===== src/rtl/tk1_sec_mon_pkg.sv =====
// Shared constants for the tk1 security monitor: register map, bit positions,
// violation type codes and identification words.
package tk1_sec_mon_pkg;

  localparam logic [7:0] ADDR_NAME0       = 8'h00;
  localparam logic [7:0] ADDR_NAME1       = 8'h01;
  localparam logic [7:0] ADDR_VERSION     = 8'h02;
  localparam logic [7:0] ADDR_CTRL        = 8'h08;
  localparam logic [7:0] ADDR_STATUS      = 8'h09;
  localparam logic [7:0] ADDR_VIOL_ADDR   = 8'h0a;
  localparam logic [7:0] ADDR_VIOL_INFO   = 8'h0b;
  localparam logic [7:0] ADDR_CLEAR       = 8'h0c;
  localparam logic [7:0] ADDR_LOG_DATA    = 8'h0d;
  localparam logic [7:0] ADDR_LOG_LEVEL   = 8'h0e;
  localparam logic [2:0] REGION_PAGE      = 3'b001;

  localparam logic [31:0] CORE_NAME0   = 32'h746B3120;
  localparam logic [31:0] CORE_NAME1   = 32'h73656D6E;
  localparam logic [31:0] CORE_VERSION = 32'h00000001;

  localparam int unsigned CTRL_EN_BIT     = 0;
  localparam int unsigned CTRL_LOCK_BIT   = 1;
  localparam int unsigned PERM_X_DENY_BIT = 0;
  localparam int unsigned PERM_W_DENY_BIT = 1;

  typedef enum logic [1:0] {
    VIOL_RAM       = 2'd0,
    VIOL_FW_EXEC   = 2'd1,
    VIOL_REG_EXEC  = 2'd2,
    VIOL_REG_WRITE = 2'd3
  } viol_type_e;

endpackage


===== src/rtl/tk1_sec_mon_if.sv =====
// CPU access snoop and register bus for tk1_sec_mon.
interface tk1_sec_mon_if;
  logic        cpu_valid;
  logic        cpu_instr;
  logic        cpu_we;
  logic [31:0] cpu_addr;
  logic        cs;
  logic        we;
  logic [7:0]  address;
  logic [31:0] write_data;
  logic [31:0] read_data;
  logic        ready;

  modport master (
    output cpu_valid, cpu_instr, cpu_we, cpu_addr, cs, we, address, write_data,
    input  read_data, ready
  );

  modport slave (
    input  cpu_valid, cpu_instr, cpu_we, cpu_addr, cs, we, address, write_data,
    output read_data, ready
  );
endinterface


===== src/rtl/tk1_sec_mon_fifo.sv =====
// Synchronous FIFO for the violation address log (DEPTH must be a power of two >= 2).
module tk1_sec_mon_fifo #(
  parameter int unsigned WIDTH = 32,
  parameter int unsigned DEPTH = 4
) (
  input  logic                         clk,
  input  logic                         reset,
  input  logic                         push,
  input  logic [WIDTH-1:0]             din,
  input  logic                         pop,
  output logic [WIDTH-1:0]             head_c,
  output logic                         empty_c,
  output logic                         drop_c,
  output logic [$clog2(DEPTH):0]       level
);
  localparam int unsigned PW = $clog2(DEPTH);
  localparam int unsigned CW = PW + 1;

  logic [WIDTH-1:0] mem_q [DEPTH];
  logic [WIDTH-1:0] mem_d [DEPTH];
  logic [PW-1:0]    wptr_q, wptr_d, rptr_q, rptr_d;
  logic [CW-1:0]    cnt_q, cnt_d;
  logic             full_c, push_ok_c, pop_ok_c;

  assign empty_c   = (cnt_q == '0);
  assign full_c    = (cnt_q == CW'(DEPTH));
  assign pop_ok_c  = pop && !empty_c;
  // A pop in the same cycle frees the slot a full-FIFO push needs.
  assign push_ok_c = push && (!full_c || pop_ok_c);
  assign drop_c    = push && !push_ok_c;
  assign head_c    = mem_q[rptr_q];
  assign level     = cnt_q;

  always_comb begin
    mem_d  = mem_q;
    wptr_d = wptr_q;
    rptr_d = rptr_q;
    if (push_ok_c) begin
      mem_d[wptr_q] = din;
      wptr_d        = wptr_q + PW'(1);
    end
    if (pop_ok_c) rptr_d = rptr_q + PW'(1);
    cnt_d = cnt_q + CW'(push_ok_c) - CW'(pop_ok_c);
  end

  always_ff @(posedge clk or posedge reset) begin
    if (reset) begin
      mem_q  <= '{default: '0};
      wptr_q <= '0;
      rptr_q <= '0;
      cnt_q  <= '0;
    end else begin
      mem_q  <= mem_d;
      wptr_q <= wptr_d;
      rptr_q <= rptr_d;
      cnt_q  <= cnt_d;
    end
  end
endmodule


===== src/rtl/tk1_sec_mon.sv =====
// tk1 security monitor: region/FW-RAM/RAM-range access checks, sticky trap, LED blinker.
// Optional violation address log enabled by defining SEC_MON_LOG_EN.
module tk1_sec_mon
  import tk1_sec_mon_pkg::*;
#(
  parameter int unsigned NUM_REGIONS     = 4,
  parameter logic [31:0] FW_RAM_FIRST    = 32'hd0000000,
  parameter logic [31:0] FW_RAM_LAST     = 32'hd00007ff,
  parameter int unsigned RAM_ADDR_BITS   = 17,
  parameter int unsigned BLINK_CTR_WIDTH = 24,
  parameter int unsigned LOG_DEPTH       = 4
) (
  input  logic             clk,
  input  logic             reset,
  tk1_sec_mon_if.slave     bus,
  output logic             force_trap,
  input  logic [2:0]       led_in,
  output logic [2:0]       led_pwm
);
  localparam int unsigned LVL_W = $clog2(LOG_DEPTH) + 1;

  logic                       en_q, en_d, lock_q, lock_d;
  logic [31:0]                first_q [NUM_REGIONS];
  logic [31:0]                first_d [NUM_REGIONS];
  logic [31:0]                last_q  [NUM_REGIONS];
  logic [31:0]                last_d  [NUM_REGIONS];
  logic [1:0]                 perm_q  [NUM_REGIONS];
  logic [1:0]                 perm_d  [NUM_REGIONS];
  logic                       trap_q, trap_d, viol_valid_q, viol_valid_d;
  logic [7:0]                 viol_cnt_q, viol_cnt_d;
  logic [31:0]                viol_addr_q, viol_addr_d;
  logic [2:0]                 viol_region_q, viol_region_d;
  viol_type_e                 viol_type_q, viol_type_d;
  logic                       log_ovf_q, log_ovf_d;
  logic [BLINK_CTR_WIDTH-1:0] blink_ctr_q, blink_ctr_d;
  logic [2:0]                 blink_reg_q, blink_reg_d;

  logic                       reg_wr_c, reg_rd_c, region_sel_c, clear_c;
  logic [2:0]                 reg_idx_c;
  logic [1:0]                 reg_fld_c;
  logic                       viol_c, x_any_c, w_any_c, hit_c;
  logic [2:0]                 x_idx_c, w_idx_c, viol_region_c;
  viol_type_e                 viol_type_c;
  logic [31:0]                log_head;
  logic [LVL_W-1:0]           log_level;
  logic                       log_drop_c;

  assign reg_wr_c     = bus.cs && bus.we;
  assign reg_rd_c     = bus.cs && !bus.we;
  assign region_sel_c = (bus.address[7:5] == REGION_PAGE);
  assign reg_idx_c    = bus.address[4:2];
  assign reg_fld_c    = bus.address[1:0];
  assign clear_c      = reg_wr_c && (bus.address == ADDR_CLEAR) && !trap_q;

`ifdef SEC_MON_LOG_EN
  logic log_pop_c, log_empty_c;
  assign log_pop_c = reg_rd_c && (bus.address == ADDR_LOG_DATA) && !log_empty_c;

  tk1_sec_mon_fifo #(.WIDTH(32), .DEPTH(LOG_DEPTH)) u_log (
    .clk     (clk),
    .reset   (reset),
    .push    (viol_c),
    .din     (bus.cpu_addr),
    .pop     (log_pop_c),
    .head_c  (log_head),
    .empty_c (log_empty_c),
    .drop_c  (log_drop_c),
    .level   (log_level)
  );
`else
  assign log_head   = '0;
  assign log_level  = '0;
  assign log_drop_c = 1'b0;
`endif

  // Access checks; lowest type code, then lowest region index, wins.
  always_comb begin
    x_any_c = 1'b0;
    w_any_c = 1'b0;
    x_idx_c = '0;
    w_idx_c = '0;
    hit_c   = 1'b0;
    for (int i = 0; i < NUM_REGIONS; i++) begin
      hit_c = (bus.cpu_addr >= first_q[i]) && (bus.cpu_addr <= last_q[i]);
      if (!x_any_c && hit_c && perm_q[i][PERM_X_DENY_BIT]) begin
        x_any_c = 1'b1;
        x_idx_c = 3'(i);
      end
      if (!w_any_c && hit_c && perm_q[i][PERM_W_DENY_BIT]) begin
        w_any_c = 1'b1;
        w_idx_c = 3'(i);
      end
    end
    viol_c        = 1'b0;
    viol_type_c   = VIOL_RAM;
    viol_region_c = '0;
    if (bus.cpu_valid) begin
      if ((bus.cpu_addr[31:30] == 2'b01) && (bus.cpu_addr[29:RAM_ADDR_BITS] != '0)) begin
        viol_c = 1'b1;
      end else if (bus.cpu_instr && (bus.cpu_addr >= FW_RAM_FIRST) &&
                   (bus.cpu_addr <= FW_RAM_LAST)) begin
        viol_c      = 1'b1;
        viol_type_c = VIOL_FW_EXEC;
      end else if (en_q && bus.cpu_instr && x_any_c) begin
        viol_c        = 1'b1;
        viol_type_c   = VIOL_REG_EXEC;
        viol_region_c = x_idx_c;
      end else if (en_q && bus.cpu_we && w_any_c) begin
        viol_c        = 1'b1;
        viol_type_c   = VIOL_REG_WRITE;
        viol_region_c = w_idx_c;
      end
    end
  end

  always_comb begin
    en_d          = en_q;
    lock_d        = lock_q;
    first_d       = first_q;
    last_d        = last_q;
    perm_d        = perm_q;
    trap_d        = trap_q;
    viol_valid_d  = viol_valid_q;
    viol_cnt_d    = viol_cnt_q;
    viol_addr_d   = viol_addr_q;
    viol_region_d = viol_region_q;
    viol_type_d   = viol_type_q;
    log_ovf_d     = log_ovf_q;
    blink_ctr_d   = blink_ctr_q + BLINK_CTR_WIDTH'(1);
    blink_reg_d   = blink_reg_q;
    if (blink_ctr_q == '0) blink_reg_d[2] = ~blink_reg_q[2];

    if (reg_wr_c && (bus.address == ADDR_CTRL)) begin
      en_d   = en_q | bus.write_data[CTRL_EN_BIT];
      lock_d = lock_q | bus.write_data[CTRL_LOCK_BIT];
    end
    for (int i = 0; i < NUM_REGIONS; i++) begin
      if (reg_wr_c && region_sel_c && !lock_q && (int'(reg_idx_c) == i)) begin
        case (reg_fld_c)
          2'd0:    first_d[i] = bus.write_data;
          2'd1:    last_d[i]  = bus.write_data;
          2'd2:    perm_d[i]  = bus.write_data[1:0];
          default: ;
        endcase
      end
    end

    if (clear_c) begin
      viol_valid_d = 1'b0;
      viol_cnt_d   = '0;
      log_ovf_d    = 1'b0;
    end
    if (log_drop_c) log_ovf_d = 1'b1;
    // Evaluated after CLEAR so a same-cycle violation restarts the count and capture.
    if (viol_c) begin
      trap_d     = 1'b1;
      viol_cnt_d = (viol_cnt_d == 8'hff) ? 8'hff : viol_cnt_d + 8'd1;
      if (!viol_valid_d) begin
        viol_valid_d  = 1'b1;
        viol_addr_d   = bus.cpu_addr;
        viol_region_d = viol_region_c;
        viol_type_d   = viol_type_c;
      end
    end
  end

  always_ff @(posedge clk or posedge reset) begin
    if (reset) begin
      en_q          <= 1'b0;
      lock_q        <= 1'b0;
      first_q       <= '{default: '0};
      last_q        <= '{default: '0};
      perm_q        <= '{default: '0};
      trap_q        <= 1'b0;
      viol_valid_q  <= 1'b0;
      viol_cnt_q    <= '0;
      viol_addr_q   <= '0;
      viol_region_q <= '0;
      viol_type_q   <= VIOL_RAM;
      log_ovf_q     <= 1'b0;
      blink_ctr_q   <= '0;
      blink_reg_q   <= '0;
    end else begin
      en_q          <= en_d;
      lock_q        <= lock_d;
      first_q       <= first_d;
      last_q        <= last_d;
      perm_q        <= perm_d;
      trap_q        <= trap_d;
      viol_valid_q  <= viol_valid_d;
      viol_cnt_q    <= viol_cnt_d;
      viol_addr_q   <= viol_addr_d;
      viol_region_q <= viol_region_d;
      viol_type_q   <= viol_type_d;
      log_ovf_q     <= log_ovf_d;
      blink_ctr_q   <= blink_ctr_d;
      blink_reg_q   <= blink_reg_d;
    end
  end

  // Register read mux; same-cycle combinational data.
  always_comb begin
    bus.read_data = '0;
    if (reg_rd_c) begin
      case (bus.address)
        ADDR_NAME0:     bus.read_data = CORE_NAME0;
        ADDR_NAME1:     bus.read_data = CORE_NAME1;
        ADDR_VERSION:   bus.read_data = CORE_VERSION;
        ADDR_CTRL:      bus.read_data = {30'b0, lock_q, en_q};
        ADDR_STATUS:    bus.read_data = {16'b0, viol_cnt_q, 5'b0, log_ovf_q, viol_valid_q, trap_q};
        ADDR_VIOL_ADDR: bus.read_data = viol_addr_q;
        ADDR_VIOL_INFO: bus.read_data = {26'b0, viol_type_q, 1'b0, viol_region_q};
        ADDR_LOG_DATA:  bus.read_data = log_head;
        ADDR_LOG_LEVEL: bus.read_data = 32'(log_level);
        default:        bus.read_data = '0;
      endcase
      for (int i = 0; i < NUM_REGIONS; i++) begin
        if (region_sel_c && (int'(reg_idx_c) == i)) begin
          case (reg_fld_c)
            2'd0:    bus.read_data = first_q[i];
            2'd1:    bus.read_data = last_q[i];
            2'd2:    bus.read_data = {30'b0, perm_q[i]};
            default: bus.read_data = '0;
          endcase
        end
      end
    end
  end

  assign bus.ready  = bus.cs;
  assign force_trap = trap_q;
  assign led_pwm    = trap_q ? blink_reg_q : led_in;
endmodule

===== src/flat_wrapper.sv =====
// flat-port wrapper written by rule: the top's interface ports become plain ports
module tk1_sec_mon_flat import tk1_sec_mon_pkg::*;
#(
  parameter int unsigned NUM_REGIONS     = 4,
  parameter logic [31:0] FW_RAM_FIRST    = 32'hd0000000,
  parameter logic [31:0] FW_RAM_LAST     = 32'hd00007ff,
  parameter int unsigned RAM_ADDR_BITS   = 17,
  parameter int unsigned BLINK_CTR_WIDTH = 24,
  parameter int unsigned LOG_DEPTH       = 4
)
  (clk, reset, force_trap, led_in, led_pwm, bus_cpu_valid, bus_cpu_instr, bus_cpu_we, bus_cpu_addr, bus_cs, bus_we, bus_address, bus_write_data, bus_read_data, bus_ready);
  tk1_sec_mon_if bus_i ();
  input  logic clk;
  input  logic reset;
  output logic force_trap;
  input  logic [2:0] led_in;
  output logic [2:0] led_pwm;
  input wire logic [$bits(bus_i.cpu_valid)-1:0] bus_cpu_valid;
  input wire logic [$bits(bus_i.cpu_instr)-1:0] bus_cpu_instr;
  input wire logic [$bits(bus_i.cpu_we)-1:0] bus_cpu_we;
  input wire logic [$bits(bus_i.cpu_addr)-1:0] bus_cpu_addr;
  input wire logic [$bits(bus_i.cs)-1:0] bus_cs;
  input wire logic [$bits(bus_i.we)-1:0] bus_we;
  input wire logic [$bits(bus_i.address)-1:0] bus_address;
  input wire logic [$bits(bus_i.write_data)-1:0] bus_write_data;
  output wire logic [$bits(bus_i.read_data)-1:0] bus_read_data;
  output wire logic [$bits(bus_i.ready)-1:0] bus_ready;
  assign bus_i.cpu_valid = bus_cpu_valid;
  assign bus_i.cpu_instr = bus_cpu_instr;
  assign bus_i.cpu_we = bus_cpu_we;
  assign bus_i.cpu_addr = bus_cpu_addr;
  assign bus_i.cs = bus_cs;
  assign bus_i.we = bus_we;
  assign bus_i.address = bus_address;
  assign bus_i.write_data = bus_write_data;
  assign bus_read_data = bus_i.read_data;
  assign bus_ready = bus_i.ready;
  tk1_sec_mon #(.NUM_REGIONS(NUM_REGIONS), .FW_RAM_FIRST(FW_RAM_FIRST), .FW_RAM_LAST(FW_RAM_LAST), .RAM_ADDR_BITS(RAM_ADDR_BITS), .BLINK_CTR_WIDTH(BLINK_CTR_WIDTH), .LOG_DEPTH(LOG_DEPTH)) u_core (.clk(clk), .reset(reset), .bus(bus_i), .force_trap(force_trap), .led_in(led_in), .led_pwm(led_pwm));
endmodule

===== config.mk =====
export PLATFORM = sky130hd
export DESIGN_NAME = tk1_sec_mon_flat
export DESIGN_NICKNAME = d
export VERILOG_FILES = /design/src/rtl/tk1_sec_mon_pkg.sv /design/src/rtl/tk1_sec_mon_if.sv /design/src/rtl/tk1_sec_mon_fifo.sv /design/src/rtl/tk1_sec_mon.sv /design/src/flat_wrapper.sv
export SDC_FILE = /design/constraint.sdc
export NUM_CORES = 1
export LEC_CHECK = 0
export CAP_MARGIN = 20
export CORE_MARGIN = 2
export CORE_UTILIZATION = 65
export CTS_BUF_LIST = sky130_fd_sc_hd__clkbuf_4 sky130_fd_sc_hd__clkbuf_8
export DETAILED_ROUTE_END_ITERATION = 6
export GPL_TIMING_DRIVEN = 0
export PLACE_DENSITY = 0.92
export SYNTH_ARGS = -nofsm -noshare
export SYNTH_HDL_FRONTEND = slang
export SYNTH_SLANG_ARGS = --single-unit

===== constraint.sdc =====
create_clock -name clk -period 16.51 [get_ports clk]
set_input_delay 1.651 -clock clk [delete_from_list [all_inputs] [get_ports clk]]
set_output_delay 1.651 -clock clk [all_outputs]
set_load 0.01 [all_outputs]

Word level (Yosys, flattened, before mapping):

Index checks and enable logic that the tools add are counted.

* bitwise operators: 4
* muxes and demuxes: 45
* reduce and logical (&&, ||, !) cells: 67
* equal/unequal tests: 15
* add/subtract/negate cells: 2
* order comparisons: 10

Operators with widths (number)
* $pmux W32 S3: 4
* $pmux W32 S7: 1
* $mux W32: 5
* $ge A32 B32 Y1: 4
* $le A32 B32 Y1: 4
* $eq A8 B4 Y1 const B: 5
* $logic_and A1 B1 Y1: 40
* $ge A32 B32 Y1 const B: 1
* $le A32 B32 Y1 const B: 1
* $reduce_and A2 Y1: 13
* $add A24 B1 Y24 const B: 1
* $logic_not A24 Y1: 1
* $mux W8: 3
* $mux W2: 10
* $mux W1: 17
* $mux W3: 5
* $reduce_bool A13 Y1: 1
* $logic_not A1 Y1: 9
* $add A8 B1 Y8 const B: 1
* $eq A8 B1 Y1 const B: 1
* $eq A8 B2 Y1 const B: 1
* $eq A8 B8 Y1 const B: 1
* $logic_not A8 Y1: 1
* $eq A3 B3 Y1 const B: 2
* 8 further kinds: 11

* output and inout port bits: 37
* bits of input ports: 82
* bits in registers: 338

Longest topological paths before layout:

Gate-level depths: netlist of run 1.

* depth in word-level cells: 23
* depth in mapped cells: 13
* depth with buffers taken out: 12

Least setup slack after synthesis of run 1:

Ideal clock, no wire load.

* path kind: in2out
* start point: input bus_address[7]
* end point: output bus_read_data[17]
* data arrival time: 3.597 ns
* path buffers: 2
* cell stages on the path: 9
* path slack: 11.262 ns
* path through: nor2_1 nand2_1 or4b_2 clkbuf_1 or2_2 clkbuf_1 o22ai_1 nor2_1 a31oi_1

* word-level cells in the longest chain between the ends: 7
* elaborated cells between the ends (all ways): 18
* those cells by class: 7 x eq/ne; 6 x mux; 5 x reduce/logical

RTL lines
* from (decl): line flat_wrapper.sv:24 `input wire logic [$bits(bus_i.address)-1:0] bus_address;`
* $eq A8 B4 Y1 (tied with other cells): line tk1_sec_mon.sv:205 `case (bus.address)`
* $pmux W32 S7 or $logic_and A1 B1 Y1 (tied branches): line tk1_sec_mon.sv:205, tk1_sec_mon.sv:218
* $mux W32 (3 in series): line tk1_sec_mon.sv:218 `if (region_sel_c && (int'(reg_idx_c) == i)) begin`
* $mux W32 *: line tk1_sec_mon.sv:218
* $mux W32 *: line tk1_sec_mon.sv:204 `if (reg_rd_c) begin`
* to (decl): line flat_wrapper.sv:26 `output wire logic [$bits(bus_i.read_data)-1:0] bus_read_data;`

Every way passes the cells marked *; elsewhere a longest branch is shown, timed or not.

Worst setup path in the final report of run 1:

* start point: input bus_address[1]
* end point: output bus_read_data[13]

* word-level cells in the longest chain between the ends: 7
* elaborated cells between the ends (all ways): 20
* those cells by class: 8 x eq/ne; 10 x mux; 2 x reduce/logical

RTL lines (line)
* $eq A8 B4 Y1 (tied with other cells): tk1_sec_mon.sv:205
* $pmux W32 S7 or $pmux W32 S3 (tied branches): tk1_sec_mon.sv:205, tk1_sec_mon.sv:219
* $mux W32 (3 in series): tk1_sec_mon.sv:218
* $mux W32 *: tk1_sec_mon.sv:218
* $mux W32 *: tk1_sec_mon.sv:204

Marks and branches as above.

==> metrics.cfg, run 1 <==
[min_path]
hold_class = reg -> reg
min_path_cells = 1

[placed_design]
dpl_cell_area_um2 = 23900
port_buffers = 117
dp_hpwl_mm = 57.4
gp_congestion = 1.06

[floorplanning]
chipWidth_um = 188
pin_count = 119
num_rows = 67
core_area_um2 = 33400
initial_utilization_pct = 65.8
dieArea_um2 = 35300
dieHeight_um = 188

[cts]
cts_buffers = 57
cts_tree = yes
cts-resized-gates = 0
cts.path.max_buffers = 3
clockRootBuffer = clkbuf_8
hold_buffers = 0
clkSlewWorstSetupHoldPaths_ps = 60
ctsHtreeMaxLevel = 2
cts_sinks = 337
cts_setup_buffers = 0
worstSkewPairLatency_ps = 660

[global_routing]
track_usage_pct = 46.1
grt_pass1_vias = 20900
antenna_found_initial = 2
grt_start_max_net_pins = 119
grt_first_pass_wirelength_mm = 122
grt_overflow = 0

[sta]
setup_violations = 0
fmax_ghz = 0.115
max_slew_margin_pct = 8.61
min_period_ps = 8720
hold_viol = 0
slew_violations = 0
finalClockSkew_ps = 37.9
finalSetupTns_ps = 0
worstMarginPinSlew_ps = 1340
fin_crit_sh_pct = 52.8
rsz0062_at_grt = false

[drt]
post_drt_wl_per_cell_um = 27.3
vias_per_cell = 6.98
drtIter0Drc = 3324
vias = 20900
drtPass1Iterations = 7
totalWireLength_mm = 81.7
ant_nets = 0
drc = 21

[worst_setup_path]
criticalPathCategory = in -> out
cp_top_family = simple AND/OR/NAND/NOR gates
cp_data_arrival_time_ps = 7070
path_depth = 10
crit_fanout = 10
cp_cell_sequence = clkdlybuf4s50_1, clkbuf_1, nor2b_1, nand3_1, nand3_1, a211oi_1, o22ai_1, a21oi_1, nor2_1, clkdlybuf4s50_1
worst-r2r-cell-count = 12
startpoint_type = primary input
slowest_stage = nand3_1
cpPeakStageDelay_ps = 1110
crit_buf_inv = 3
worstPathRequired_ps = 14860
critPathCaptureType = output pin

[synthesis]
ys_seq_area_share_pct = 38.3
syn_area_um2 = 22000
syn-instance-count = 2310
synth_cell_types = 65
synthesis.nets = 2651
syn_avg_cell_area_um2 = 9.52
synth-main-ff-cell = dfrtp_1
synth_edf_count = 0
yosys-top-cells-area = dfrtp_1, ha_1, mux2_2
synthTopCellsByCount = dfrtp_1, inv_1, ha_1
synth_top_area_share_pct = 38.3
ys_async_sr_fraction_pct = 100
yosysTopAreaCell = dfrtp_1
synth_seq_cells = 337
synth_most_common_cell = dfrtp_1
ys_warn_count = 0

[outcome]
status = finished, violations left
violations = DRC

[run]
max-cap-violations = 0

[power_and_ir_drop]
p_leak_nw = 11.8
ir_drop_mv = 0.0608
power_density_nw_per_um2 = 82.5

[layout]
stdcell_area_um2 = 25300
layout-drive-gt1-share_pct = 12.6
num-fill-cells = 2175
area_growth_pct = 14.8
nets = 2842

-- report_power, final --
part           internal [mW]  total [mW]  switching (mW)  leakage [nW]
logic                  0.129       0.328           0.199          7.11
clock network          0.474       0.846           0.372         0.678
registers              0.874       0.910          0.0356          3.99
-- metal layers --
metal | GRT usage, % | vias to the layer above | part of all wire [%]
met5 | 0 | - | 0.018
met4 | 37.0 | 2 | 9.7
met3 | 17.3 | 563 | 15
met2 | 67.2 | 1825 | 42
met1 | 54.8 | 9924 | 34
li1 | - | 8616 | -
-- registers in the layout, indices dropped and copies added (netlist names), 2 cells and up --
name / count
u_core.blink_ctr_q: 24
u_core.first_q: 128
u_core.last_q: 128
u_core.perm_q: 8
u_core.viol_addr_q: 32
u_core.viol_cnt_q: 8
u_core.viol_region_q: 2
u_core.viol_type_q: 2
-- stage by stage --
step	hold slack, ps	utilization [%]	total power, mW	cells	worst slack, ps
finish	500	75.5	2.08	2997	7790
global route	521	75.5	2.14	2994	8000
CTS	501	75.1	2.05	2985	8750
detailed placement	487	71.3	1.23	2881	8780
global placement	459	70.9	1.21	2875	1610
floorplan	440	-	1.10	2310	5520
-- cells in the final DEF (no fill, tap or decap), drive strengths merged, types with 52 or more instances in the layout --
| master | synthesis | routed |
|---|---|---|
| a21oi | 123 | 123 |
| clkbuf | 69 | 166 |
| clkdlybuf4s50 | 0 | 117 |
| dfrtp | 337 | 337 |
| ha | 259 | 259 |
| inv | 266 | 266 |
| mux2 | 176 | 176 |
| mux2i | 95 | 95 |
| nand2 | 236 | 236 |
| nand3 | 52 | 52 |
| nor2 | 103 | 103 |
| o21ai | 186 | 186 |
-- worst paths after layout --
check                      slack (ps)                                 end                             from
max in group asynchronous       13360     u_core.first_q[125]$_DFFE_PP0P_                            reset
hold / removal                    500     u_core.blink_ctr_q[6]$_DFF_PP0_  u_core.blink_ctr_q[6]$_DFF_PP0_
setup / recovery                 7790                   bus_read_data[13]                   bus_address[1]
setup reg to reg                11760  u_core.viol_addr_q[18]$_DFFE_PP0P_   u_core.first_q[96]$_DFFE_PP0P_
min in group asynchronous        1430     u_core.first_q[101]$_DFFE_PP0P_                            reset
hold reg to reg                   500     u_core.blink_ctr_q[6]$_DFF_PP0_  u_core.blink_ctr_q[6]$_DFF_PP0_
-- cells by family after synthesis --
| kind of cell | count (synthesis) | share of synthesized area (%) |
|---|---|---|
| compound gates | 507 | 14.1 |
| flops | 337 | 38.3 |
| fa+ha+maj | 259 | 14.7 |
| mux | 271 | 13.8 |
| simple gates | 557 | 11.9 |
| xor+xnor | 23 | 0.916 |
| buf+inv | 356 | 6.20 |
-- area by class of cell --
class                           instances  area [um2]  area share, %
Multi-Input combinational cell       1617       12200           48.3
Sequential cell                       337        8430           33.4
Timing Repair Buffer                  132        1400           5.53
Clock buffer                           96        1210           4.79
Inverter                              266        1010           3.98
Tap cell                              448         561           2.22
Buffer                                 90         365           1.45
Clock inverter                          8        70.1          0.277
Antenna cell                            3        7.51         0.0297
Note: power is estimated with default switching activity, not from simulation.
==> inputs of run 2 (changes only) <==
Settings changed: CORE_UTILIZATION 65 to 63, PLACE_DENSITY 0.92 to 0.89.
Clock period 16.51 ns to 8.1 ns, I/O delays scaled along.
==> metrics.cfg, run 2 (synthesized netlist as in run 1, its figures left out) <==
[sta]
rsz0062_at_grt = false  ; unchanged
finalClockSkew_ps = 28.1  ; was 37.9 ps
min_period_ps = 6590
hold_viol = 0  ; unchanged
whs_ps = 471  ; was 500 ps
max_slew_margin_pct = 11.7  ; was 8.61%
slew_violations = 0  ; unchanged
setup_violations = 0  ; unchanged
worstMarginPinSlew_ps = 1320  ; was 1340 ps
fin_crit_sh_pct = 81.3
finalSetupTns_ps = 0  ; unchanged
fmax_ghz = 0.152

[floorplanning]
dieHeight_um = 191  ; was 188 um
core_area_um2 = 34500  ; was 33400 um2
pin_count = 119  ; unchanged
num_rows = 68  ; was 67
dieArea_um2 = 36400  ; was 35300 um2
initial_utilization_pct = 63.8  ; was 65.8%
chipWidth_um = 191  ; was 188 um

[worst_setup_path]
cpPeakStageDelay_ps = 960  ; was 1110 ps
rrSetupSlack_ps = 3500  ; was 11760 ps
criticalPathCategory = in -> out  ; unchanged
startpoint_type = primary input  ; unchanged
cp_top_family = buffers and inverters  ; was simple AND/OR/NAND/NOR gates
worstPathRequired_ps = 7290  ; was 14860 ps
crit_buf_inv = 4  ; was 3
cp_data_arrival_time_ps = 5780  ; was 7070 ps
crit_fanout = 10  ; unchanged
cp_cell_sequence = clkdlybuf4s50_1, nor3_1, nand3_1, nor2_1, clkbuf_1, clkbuf_1, nand2_1, a31oi_1, clkdlybuf4s50_1  ; was clkdlybuf4s50_1, clkbuf_1, nor2b_1, nand3_1, nand3_1, a211oi_1, o22ai_1, a21oi_1, nor2_1, clkdlybuf4s50_1
slowest_stage = clkbuf_1  ; was nand3_1
critPathCaptureType = output pin  ; unchanged

[layout]
final_common_cell = dfrtp_1  ; unchanged
multi_input_area_um2 = 12200  ; unchanged
area_growth_pct = 15.1  ; was 14.8%
num-fill-cells = 2548  ; was 2175
regArea_um2 = 8430  ; unchanged
reg.largest.list = u_core.first_q: 128 flops, u_core.last_q: 128 flops, u_core.viol_addr_q: 32 flops  ; unchanged
nets = 2844  ; was 2842
layout-drive-gt1-share_pct = 12.7  ; was 12.6%
layout_common_cells = dfrtp_1, inv_1, ha_1, nand2_1, o21ai_0  ; unchanged

[cts]
cts.path.max_buffers = 3  ; unchanged
worstSkewPairLatency_ps = 710  ; was 660 ps
cts_setup_buffers = 0  ; unchanged
ctsHtreeMaxLevel = 2  ; unchanged
clkSlewWorstSetupHoldPaths_ps = 60  ; about the same
cts_buffers = 57  ; unchanged
hold_buffers = 0  ; unchanged
clockRootBuffer = clkbuf_8  ; unchanged
cts_tree = yes  ; unchanged
cts_sinks = 337  ; unchanged
cts-resized-gates = 0  ; unchanged

[placed_design]
gp_congestion = 1.06  ; about the same
dp_hpwl_mm = 60.7  ; was 57.4 mm
port_buffers = 117  ; unchanged

[global_routing]
grt_overflow = 0  ; unchanged
grt_first_pass_wirelength_mm = 125  ; was 122 mm
track_usage_pct = 46.9  ; was 46.1%
grt_pass1_vias = 20400  ; was 20900
grt_start_max_net_pins = 45  ; was 119
antenna_found_initial = 2  ; unchanged

[drt]
post_drt_wl_per_cell_um = 28.2  ; was 27.3 um
totalWireLength_mm = 84.7  ; was 81.7 mm
vias_per_cell = 6.81  ; was 6.98
drtIter0Drc = 2457  ; was 3324
ant_nets = 0  ; unchanged
drc = 1  ; was 21
drtPass1Iterations = 7  ; unchanged
vias = 20500  ; was 20900

[power_and_ir_drop]
ir_drop_mv = 0.154  ; was 0.0608 mV
p_leak_nw = 11.8  ; about the same
power_density_nw_per_um2 = 169  ; was 82.5 nW/um2

[outcome]
violations = DRC  ; unchanged
status = finished, violations left  ; unchanged

[run]
max-cap-violations = 0  ; unchanged

[min_path]
hold_class = reg -> reg  ; unchanged

==> run 2: changes by cell type in the layout (fill, tap and decap cells not counted), moves of 2 or more <==
cell / previous run / this run
diode_2: 3 / 1
clkbuf_8: 78 / 74
buf_12: 0 / 9
clkinv_2: 5 / 8
clkinvlp_4: 2 / 4
buf_16: 3 / 0
==> run 2: final cells by class <==
class	instances	share of cell area, %
diodes	1	0.00988
plain buffers	90	1.44
clock buffers	93	4.59
clock inverters	14	0.529
inverters	266	3.96
multi-input cells	1617	48.2
flip-flops and latches	337	33.3
well taps	455	2.25
repair buffers	134	5.74
==> run 2: metal layers <==
metal,up-vias,share of wire [%],GRT usage [%]
met1,9826,35,56.2
met2,1570,43,69.7
met3,472,13,15.0
met4,2,9.5,37.1
li1,8621,-,-
met5,-,0.011,0
==> run 2: worst paths after layout <==
kind                       cells past startpoint                               from                            endpoint
setup / recovery                               9                     bus_address[5]                   bus_read_data[24]
hold / removal                                 1  u_core.blink_reg_q[2]$_DFFE_PP0N_   u_core.blink_reg_q[2]$_DFFE_PP0N_
setup reg to reg                              13      u_core.last_q[78]$_DFFE_PP0P_  u_core.viol_addr_q[26]$_DFFE_PP0P_
hold reg to reg                                1  u_core.blink_reg_q[2]$_DFFE_PP0N_   u_core.blink_reg_q[2]$_DFFE_PP0N_
max in group asynchronous                      5                              reset      u_core.first_q[44]$_DFFE_PP0P_
min in group asynchronous                      2                              reset       u_core.last_q[56]$_DFFE_PP0P_
==> run 2: power breakdown <==
group | switching, mW | internal (mW) | total [mW]
Sequential | 0.0722 | 1.78 | 1.85
Clock | 0.789 | 0.972 | 1.76
Combinational | 0.399 | 0.264 | 0.664
Total | 1.26 | 3.02 | 4.28
==> run 2: worst reg2reg max path: stages (launching register included) <==
cell	delay, ps
dfrtp_1	380
inv_1	60
ha_1	320
nand4_1	280
nor4_1	1080
a21bo_2	370
nand3_1	230
o211ai_1	150
nand3_1	170
a41oi_2	200
o31ai_4	520
nor2_4	170
buf_6	230
mux2_4	310
==> run 2: stage by stage <==
step	util (%)	setup WS, ps	area, um2	power, mW	std cells
3_3_place_gp	68.9	454	23700	2.47	2882
6_report	73.5	1510	25300	4.28	3007
3_5_place_dp	69.6	1890	24000	2.51	2896
2_1_floorplan	-	2790	22000	2.23	2310
4_1_cts	73.4	1830	25300	4.23	3003
5_1_grt	73.5	1630	25300	4.40	3006
